File: config.mk
export PLATFORM = sky130hd
export DESIGN_NAME = axis_position_controller_flat
export DESIGN_NICKNAME = d
export VERILOG_FILES = /design/src/rtl/axis_position_controller_if.sv /design/src/rtl/axis_position_controller.sv /design/src/flat_wrapper.sv
export SDC_FILE = /design/constraint.sdc
export NUM_CORES = 1
export LEC_CHECK = 0
export CAP_MARGIN = 30
export CORE_ASPECT_RATIO = 0.7
export CORE_MARGIN = 4
export CORE_UTILIZATION = 26
export DETAILED_ROUTE_END_ITERATION = 8
export GPL_TIMING_DRIVEN = 0
export MAX_ROUTING_LAYER = met4
export SLEW_MARGIN = 20
export SYNTH_ARGS = -nofsm -noshare
export SYNTH_HDL_FRONTEND = slang
export SYNTH_SLANG_ARGS = --single-unit
File: constraint.sdc
create_clock -name clk -period 15 [get_ports clk]
set_clock_uncertainty 0.05 [all_clocks]
set_input_delay 3 -clock clk [delete_from_list [all_inputs] [get_ports clk]]
set_output_delay 3 -clock clk [all_outputs]
set_load 0.02 [all_outputs]
File: src/rtl/axis_position_controller_if.sv
// axis_position_controller_if
//   Bundles the register-file side and Steering side signals of one gimbal
//   axis position controller.
//   master : drives loop enable, setpoint, position, gain, shift and duty
//            ceiling; observes the control word and status flags.
//   slave  : the controller itself.
//   Signals:
//     enable       loop enable
//     setpoint     signed target count
//     position     signed quadrature decoder count
//     kp           unsigned proportional gain
//     kp_shift     right shift applied to the gain product
//     max_duty     duty ceiling
//     control_out  Steering control word {sw_reset, dir, zero fill, duty}
//     update       one-cycle pulse when control_out is reloaded
//     at_target    last sample was inside the deadband
//     saturated    last sample was clamped to max_duty
//     busy         controller is computing a sample
interface axis_position_controller_if #(
  parameter int DATA_WIDTH = 32,
  parameter int COUNT_SIZE = 11
);
  logic                         enable;
  logic signed [DATA_WIDTH-1:0] setpoint;
  logic signed [DATA_WIDTH-1:0] position;
  logic [7:0]                   kp;
  logic [3:0]                   kp_shift;
  logic [COUNT_SIZE-1:0]        max_duty;
  logic [DATA_WIDTH-1:0]        control_out;
  logic                         update;
  logic                         at_target;
  logic                         saturated;
  logic                         busy;

  modport master (
    output enable, setpoint, position, kp, kp_shift, max_duty,
    input  control_out, update, at_target, saturated, busy
  );

  modport slave (
    input  enable, setpoint, position, kp, kp_shift, max_duty,
    output control_out, update, at_target, saturated, busy
  );
endinterface

File: src/rtl/axis_position_controller.sv
// axis_position_controller
//   Proportional position loop for one gimbal axis. Every PERIOD_CYCLES
//   clocks the setpoint/position error is sampled, scaled by kp >> kp_shift,
//   clamped to max_duty and packed into the Steering control word. A
//   direction reversal is preceded by one zero-duty brake sample.
//   Ports:
//     clk    system clock
//     reset  asynchronous active-high reset
//     bus    axis_position_controller_if.slave (register file / Steering side)
module axis_position_controller #(
  parameter int DATA_WIDTH    = 32,
  parameter int COUNT_SIZE    = 11,
  parameter int PERIOD_CYCLES = 50000,
  parameter int DEADBAND      = 2
) (
  input logic                         clk,
  input logic                         reset,
  axis_position_controller_if.slave   bus
);

  localparam int ERR_W  = DATA_WIDTH + 1;
  localparam int PROD_W = ERR_W + 8;
  localparam int CNT_W  = $clog2(PERIOD_CYCLES);
  localparam logic [CNT_W-1:0]      CNT_LAST = CNT_W'(PERIOD_CYCLES - 1);
  localparam logic [DATA_WIDTH-1:0] CTRL_RST = {1'b1, {(DATA_WIDTH-1){1'b0}}};

  typedef enum logic [2:0] {IDLE, WAIT, SAMPLE, SCALE, APPLY} state_t;

  function automatic logic [ERR_W-1:0] abs_err(input logic signed [ERR_W-1:0] e);
    return e[ERR_W-1] ? ERR_W'(-e) : ERR_W'(e);
  endfunction

  function automatic logic [COUNT_SIZE-1:0] sat_duty(input logic [PROD_W-1:0] p,
                                                     input logic [COUNT_SIZE-1:0] m);
    return (p > PROD_W'(m)) ? m : p[COUNT_SIZE-1:0];
  endfunction

  function automatic logic [DATA_WIDTH-1:0] ctrl_word(input logic d,
                                                      input logic [COUNT_SIZE-1:0] duty);
    logic [DATA_WIDTH-1:0] w;
    w = '0;
    w[DATA_WIDTH-2]   = d;
    w[COUNT_SIZE-1:0] = duty;
    return w;
  endfunction

  state_t                  state, state_nxt;
  logic [CNT_W-1:0]        cnt;

  logic signed [ERR_W-1:0] diff;
  logic [PROD_W-1:0]       prod_full;

  logic signed [ERR_W-1:0] err_p0;
  logic                    dir_p0;
  logic [7:0]              kp_p0;
  logic [3:0]              shift_p0;
  logic [COUNT_SIZE-1:0]   max_p0;

  logic [ERR_W-1:0]        abs_p1;
  logic                    dir_p1;
  logic [PROD_W-1:0]       prod_p1;
  logic [COUNT_SIZE-1:0]   max_p1;

  logic [COUNT_SIZE-1:0]   duty_a;
  logic                    dir_a, at_a, sat_a;

  logic [DATA_WIDTH-1:0]   control_q;
  logic                    update_q, at_target_q, saturated_q;
  logic                    prev_dir;
  logic [COUNT_SIZE-1:0]   prev_duty;

  assign diff = {bus.setpoint[DATA_WIDTH-1], bus.setpoint}
              - {bus.position[DATA_WIDTH-1], bus.position};
  assign prod_full = PROD_W'(abs_err(err_p0)) * PROD_W'(kp_p0);

  always_ff @(posedge clk or posedge reset) begin
    if (reset) state <= IDLE;
    else       state <= state_nxt;
  end

  // Next state plus the APPLY-stage duty decision
  always_comb begin
    state_nxt = state;
    duty_a    = '0;
    dir_a     = dir_p1;
    at_a      = 1'b0;
    sat_a     = 1'b0;
    if (!bus.enable) begin
      state_nxt = IDLE;
    end else begin
      case (state)
        IDLE:    state_nxt = WAIT;
        WAIT:    if (cnt == CNT_LAST) state_nxt = SAMPLE;
        SAMPLE:  state_nxt = SCALE;
        SCALE:   state_nxt = APPLY;
        APPLY:   state_nxt = WAIT;
        default: state_nxt = IDLE;
      endcase
    end
    if (abs_p1 <= ERR_W'(DEADBAND)) begin
      at_a = 1'b1;
    end else if ((dir_p1 != prev_dir) && (prev_duty != '0)) begin
      // Brake sample: zero duty, hold the old direction one more period
      dir_a = prev_dir;
    end else begin
      duty_a = sat_duty(prod_p1, max_p1);
      sat_a  = prod_p1 > PROD_W'(max_p1);
    end
  end

  // Period counter keeps running through the compute states so the
  // sample rate stays exactly one per PERIOD_CYCLES
  always_ff @(posedge clk or posedge reset) begin
    if (reset)                              cnt <= '0;
    else if (!bus.enable || state == IDLE)  cnt <= '0;
    else if (cnt == CNT_LAST)               cnt <= '0;
    else                                    cnt <= cnt + 1'b1;
  end

  // Stage p0 (SAMPLE): capture error, direction and gain settings
  // Stage p1 (SCALE): magnitude and scaled product
  always_ff @(posedge clk) begin
    if (state == SAMPLE) begin
      err_p0   <= diff;
      dir_p0   <= !diff[ERR_W-1] && (diff != '0);
      kp_p0    <= bus.kp;
      shift_p0 <= bus.kp_shift;
      max_p0   <= bus.max_duty;
    end
    if (state == SCALE) begin
      abs_p1  <= abs_err(err_p0);
      dir_p1  <= dir_p0;
      prod_p1 <= prod_full >> shift_p0;
      max_p1  <= max_p0;
    end
  end

  // Stage p2 (APPLY): load the control word and status
  always_ff @(posedge clk or posedge reset) begin
    if (reset) begin
      control_q   <= CTRL_RST;
      update_q    <= 1'b0;
      at_target_q <= 1'b0;
      saturated_q <= 1'b0;
      prev_dir    <= 1'b0;
      prev_duty   <= '0;
    end else if (!bus.enable) begin
      control_q   <= CTRL_RST;
      update_q    <= 1'b0;
      at_target_q <= 1'b0;
      saturated_q <= 1'b0;
      prev_dir    <= 1'b0;
      prev_duty   <= '0;
    end else begin
      update_q <= 1'b0;
      if (state == APPLY) begin
        control_q   <= ctrl_word(dir_a, duty_a);
        update_q    <= 1'b1;
        at_target_q <= at_a;
        saturated_q <= sat_a;
        prev_dir    <= dir_a;
        prev_duty   <= duty_a;
      end else if (state == IDLE) begin
        control_q <= CTRL_RST;
      end
    end
  end

  assign bus.control_out = control_q;
  assign bus.update      = update_q;
  assign bus.at_target   = at_target_q;
  assign bus.saturated   = saturated_q;
  assign bus.busy        = (state == SAMPLE) || (state == SCALE) || (state == APPLY);

endmodule
File: src/flat_wrapper.sv
// flat-port wrapper written by rule: the top's interface ports become plain ports
module axis_position_controller_flat 
#(
  parameter int DATA_WIDTH    = 32,
  parameter int COUNT_SIZE    = 11,
  parameter int PERIOD_CYCLES = 50000,
  parameter int DEADBAND      = 2
)
  (clk, reset, bus_enable, bus_setpoint, bus_position, bus_kp, bus_kp_shift, bus_max_duty, bus_control_out, bus_update, bus_at_target, bus_saturated, bus_busy);
  axis_position_controller_if #(.DATA_WIDTH(DATA_WIDTH), .COUNT_SIZE(COUNT_SIZE)) bus_i ();
  input logic clk;
  input logic reset;
  input wire logic [$bits(bus_i.enable)-1:0] bus_enable;
  input wire logic [$bits(bus_i.setpoint)-1:0] bus_setpoint;
  input wire logic [$bits(bus_i.position)-1:0] bus_position;
  input wire logic [$bits(bus_i.kp)-1:0] bus_kp;
  input wire logic [$bits(bus_i.kp_shift)-1:0] bus_kp_shift;
  input wire logic [$bits(bus_i.max_duty)-1:0] bus_max_duty;
  output wire logic [$bits(bus_i.control_out)-1:0] bus_control_out;
  output wire logic [$bits(bus_i.update)-1:0] bus_update;
  output wire logic [$bits(bus_i.at_target)-1:0] bus_at_target;
  output wire logic [$bits(bus_i.saturated)-1:0] bus_saturated;
  output wire logic [$bits(bus_i.busy)-1:0] bus_busy;
  assign bus_i.enable = bus_enable;
  assign bus_i.setpoint = bus_setpoint;
  assign bus_i.position = bus_position;
  assign bus_i.kp = bus_kp;
  assign bus_i.kp_shift = bus_kp_shift;
  assign bus_i.max_duty = bus_max_duty;
  assign bus_control_out = bus_i.control_out;
  assign bus_update = bus_i.update;
  assign bus_at_target = bus_i.at_target;
  assign bus_saturated = bus_i.saturated;
  assign bus_busy = bus_i.busy;
  axis_position_controller #(.DATA_WIDTH(DATA_WIDTH), .COUNT_SIZE(COUNT_SIZE), .PERIOD_CYCLES(PERIOD_CYCLES), .DEADBAND(DEADBAND)) u_core (.clk(clk), .reset(reset), .bus(bus_i));
endmodule
## Word level (Yosys, flattened, before mapping)

Index checks and enable logic that the tools add are counted.

| word-level totals | value |
|---|---|
| bits in registers | 209 |
| bits of input ports | 90 |
| logic and storage cells | 71 |

| cells by class | value |
|---|---|
| add/sub/neg operators | 3 |
| multiply operators | 1 |
| magnitude comparators | 2 |
| equal/unequal tests | 9 |
| shift-type cells | 1 |
| muxes and demuxes | 27 |
| reductions and logical operators | 11 |

Operator list:

| kind | number |
|---|---|
| $mux W32 | 3 |
| $mux W11 | 5 |
| $gt A41 B11 Y1 | 1 |
| $mul A33 B8 Y41 | 1 |
| $shr A41 B4 Y41 | 1 |
| $le A33 B2 Y1 const B | 1 |
| $mux W33 | 1 |
| $neg A33 Y33 | 1 |
| $reduce_bool A33 Y1 | 1 |
| $sub A32 B32 Y33 | 1 |
| $mux W16 | 2 |
| $add A16 B1 Y16 const B | 1 |
| $eq A16 B16 Y1 const B | 1 |
| $mux W1 | 13 |
| $pmux W3 S4 | 1 |
| $reduce_bool A11 Y1 | 1 |
| $eq A3 B2 Y1 const B | 2 |
| $mux W3 | 2 |
| $eq A3 B1 Y1 const B | 1 |
| $eq A3 B3 Y1 const B | 1 |
| $logic_not A3 Y1 | 1 |
| $logic_or A1 B1 Y1 | 3 |
| $ne A3 B1 Y1 const B | 1 |
| $ne A3 B2 Y1 const B | 1 |
| 5 further kinds | 7 |

## Logic depth before layout (Yosys ltp)

| logic depth | value |
|---|---|
| depth after elaboration | 6 |
| depth in mapped cells | 29 |
| gate-level depth less buffers | 28 |

## Least setup slack after synthesis

Ideal clock, no wire load.

| timing | value |
|---|---|
| path type | reg2reg |
| from | reg u_core.err_p0[10] |
| to | reg u_core.prod_p1[31] (data pin) |
| library setup time | 0.154 ns |
| arrival time | 7.081 ns |
| path slack | 7.715 ns |
| cell stages (with the launch flop) | 26 |
| path buffers | 1 |
| cell sequence | edfxtp_1 -> or4_1 -> nor3_2 -> nand3_1 -> or2_1 -> clkbuf_1 -> o31ai_1 -> xor2_1 -> nor2b_1 -> fa_1 -> fa_1 -> fa_1 -> inv_1 -> fa_1 -> inv_1 -> ha_1 -> a21oi_1 -> o21ai_1 -> a221o_1 -> a2111oi_2 -> o31ai_1 -> a21oi_1 -> xnor2_2 -> a21oi_1 -> mux4_2 -> o22ai_1 |

| on the way | value |
|---|---|
| cells in the longest elaborated chain, start to end | 4 |

RTL lines:

| item | RTL line | source |
|---|---|---|
| start, declared | axis_position_controller.sv:53 | `logic signed [ERR_W-1:0] err_p0;` |
| start signal, assigned | axis_position_controller.sv:124 | `err_p0 <= diff;` |
| $neg A33 Y33 | axis_position_controller.sv:30 | `return e[ERR_W-1] ? ERR_W'(-e) : ERR_W'(e);` |
| $mux W33 * | axis_position_controller.sv:30 |  |
| $mul A33 B8 Y41 * | axis_position_controller.sv:74 | `assign prod_full = PROD_W'(abs_err(err_p0)) * PROD_W'(kp_p0);` |
| $shr A41 B4 Y41 * | axis_position_controller.sv:133 | `prod_p1 <= prod_full >> shift_p0;` |
| end signal, assigned | axis_position_controller.sv:133 |  |
| end, declared | axis_position_controller.sv:61 | `logic [PROD_W-1:0] prod_p1;` |

Every way passes the cells marked *; elsewhere a longest branch is shown, timed or not.
A chain may end at the register's enable or synchronous reset.

## Worst setup path after layout

| timing | value |
|---|---|
| from | reg u_core.err_p0[2] |
| to | reg u_core.prod_p1[26] (data pin) |

The elaborated chain is that of the path after synthesis.

==> results.ini <==
[outcome]
status = complete, no violations

[power_and_ir_drop]
netSwitchingFraction_pct = 26.59
intPower_uw = 858.6
peakVddDrop_uv = 86.40
p_comb_share_pct = 12.0
p_per_area_nw_per_um2 = 49.54
total_power_mw = 1.170
clkPwrFrac_pct = 39.5
sequentialPowerShare_pct = 48.5
power_leakage_nw = 10.11
p_switching_uw = 310.9

[route]
detail_route.wl_per_cell_microns = 16.35
top_layer_used = met4
met3_length_microns = 3885
ant_nets = 0
dr.pass1.iters = 6
drc = 0
finalWirelength_microns = 54480
wl_met2_microns = 22220
vias = 15820
drt_iter0_markers = 1206
vias_per_cell = 4.747
wl_met1_microns = 27770

[yosys]
ys_seq_area_share_pct = 26.90
synth_warnings = 0
yosys.cell_types.count = 97
synthArstFlopShare_pct = 24.74
synth-edff-count = 143
synth.most_common_cell = inv_1
ys.flop_type = edfxtp_1
syn_area_sq_um = 20340
ys_ff_latch = 190
avgSynthCellArea_sq_um = 9.582
synth_area_leaders = edfxtp_1 21%, fa_1 18%, ha_1 6.5%
netlist_top_cells_count = 277 x inv_1, 187 x fa_1, 147 x nor2b_1
synth.top_cell.area_share_pct = 21.11
synth_cells = 2123
yosysTopAreaCell = edfxtp_1

[timing]
setup_viol = 0
holdWs_ns = 0.3632
fmax_mhz = 112.2
slew_viol_final = 0
setup_slack_ns = 6.087
slew_headroom_pct = 37.49
worstMarginPinSlew_ns = 0.9310
fin_crit_ns = 8.913
finalCritPeriodShare_pct = 59.42
finalSetupTns_ns = 0
rsz0062_at_grt = no
final_hold_viol_count = 0

[critical_path]
critPathLaunch = u_core.err_p0[2]
startpoint_type = flop
endpoint = u_core.prod_p1[26]
path_max_fanout = 9
path_class = reg -> reg
r2r-end = u_core.prod_p1[26]
cp-end-kind = flop
arrival_ns = 9.06
regToRegSetupSlack_ns = 6.09
reg2reg_from = u_core.err_p0[2]
rr_worst_depth = 26
required_ns = 15.15

[placement]
dp_hpwl_microns = 44420
port_buffers = 106
finalWeightedCongestion = 0.8887
dp.cells = 3299
placed_area_sq_um = 23000
pre_cts_ws_ns = 6.335

[floorplan]
dieArea_sq_um = 82850
core.rowCount = 85
die_x_microns = 342.3
core_area_sq_um = 77210
start_util_pct = 26.35
die_h_microns = 242.0
pin_count = 126

[grt]
gr-total-overflow = 0
first_global_vias = 15560
grt_pass1_wl_microns = 87490
grt_use_total_pct = 13.69
grt_max_degree = 35
antenna_found_initial = 2

[cells_and_area]
fin_util_pct = 30.57
final_area_sq_um = 23610
synthToLayoutAreaGrowth_pct = 16.04
final_cell_count_no_fill = 3333
nets = 2659
drive_gt1_share_pct = 5.898
num_antenna_cells = 0

[cts]
clk_path_buf_depth = 2
clk_pin_slew_ns = 0.08
cts_resized = 0
cts_hold_buffers = 0
clk_latency_ns = 0.48
htree_levels = 4
clkSinkCount = 190
cts_buffers = 17
cts_tree = yes
clock-root-buffer = clkbuf_16
postCtsSetupRepairBufs = 0

[hold_path]
worstHoldPathType = reg -> reg

[flow_run]
max_cap_violations = 0

==> state kept, by name (all words and copies together) (netlist names) <==
| signal | flops |
|---|---|
| u_core.kp_p0 | 8 |
| u_core.max_p0 | 11 |
| u_core.err_p0 | 33 |
| u_core.prod_p1 | 41 |
| u_core.max_p1 | 11 |
| u_core.bus.update | 1 |
| u_core.prev_duty | 11 |
| u_core.shift_p0 | 4 |
| u_core.prev_dir | 1 |
| u_core.cnt | 16 |
| u_core.bus.control_out | 13 |
| u_core.bus.at_target | 1 |
| u_core.state | 3 |
| u_core.abs_p1 | 33 |
| u_core.dir_p1 | 1 |
| u_core.dir_p0 | 1 |
| u_core.bus.saturated | 1 |
==> cell families after synthesis <==
group / share of synthesized area (%)
other: 0.01843
xor gates and xnor gates: 3.826
DFF: 26.90
muxes: 5.357
AOI/OAI and AO/OA: 13.23
buffers and inverters: 7.350
and+or+nand+nor: 18.40
adders and majority gates: 24.92
==> layout by cell type, fill, tap and decap left out, types with 51 or more instances in the layout <==
cell type / synthesis / routed
nor2b_1: 147 / 147
clkdlybuf4s50_1: 0 / 106
fa_1: 187 / 187
inv_1: 277 / 276
mux2i_1: 74 / 73
o21ai_0: 51 / 51
clkbuf_1: 57 / 58
a21oi_1: 84 / 84
and2_1: 105 / 105
edfxtp_1: 143 / 143
nor2_1: 111 / 109
ha_1: 106 / 106
nand2_1: 139 / 139
==> power groups by stage <==
| stage | combinational [mW] | clock, mW | sequential (mW) |
|---|---|---|---|
| global route | 0.158 | 0.501 | 0.567 |
| floorplan | 0.0912 | 0 | 0.578 |
| CTS | 0.140 | 0.481 | 0.567 |
| finish | 0.140 | 0.462 | 0.567 |
| global placement | 0.138 | 0 | 0.578 |
| detailed placement | 0.139 | 0 | 0.578 |
==> layer usage <==
layer  GRT usage [%]  up-vias
li1                -     7533
met1           20.41     7840
met2           18.70      413
met3           3.316       37
met4           2.624        0
met5               -        -
==> worst max-delay path, cell delays in order (launching register included) <==
cell and delay (ns):
edfxtp_1 0.48, nor4_1 0.36, nand2b_1 0.12, nor2_1 0.26, nand3_1 0.22, or2_1 0.27
clkbuf_1 0.19, o31ai_1 0.27, xor2_1 0.72, nor2b_1 0.16, fa_1 0.59, fa_1 0.45
fa_1 0.56, inv_1 0.06, fa_1 0.53, inv_1 0.04, ha_1 0.39, a21oi_1 0.20
o21ai_1 0.17, a221o_1 0.49, a2111oi_2 0.60, nor2_1 0.13, xor2_1 0.19, mux2i_1 0.22
mux2i_1 0.14, a222oi_1 0.56, a22oi_1 0.18
==> worst min-delay path by stage <==
| stage | startpoint | to | slack (ns) | cells after the start |
|---|---|---|---|---|
| floorplan | u_core.dir_p0 | u_core.dir_p1 | 0.35 | 0 |
| global placement | u_core.max_p0[5] | u_core.max_p1[5] | 0.35 | 0 |
| detailed placement | u_core.max_p0[10] | u_core.max_p1[10] | 0.36 | 0 |
| CTS | u_core.max_p0[8] | u_core.max_p1[8] | 0.37 | 0 |
| global route | u_core.max_p0[8] | u_core.max_p1[8] | 0.37 | 0 |
| finish | u_core.max_p0[8] | u_core.max_p1[8] | 0.36 | 0 |
==> layout make-up <==
class                           instances  area [sq um]
Clock inverter                         13         146.4
Buffer                                 94         440.4
Tap cell                             1044          1306
Fill cell                            8155         53610
Multi-Input combinational cell       1576         13480
Timing Repair Buffer                  116          1260
Sequential cell                       190          5472
Clock buffer                           19         442.9
Inverter                              281          1055
No activity file was read; power rests on OpenSTA's default activity.
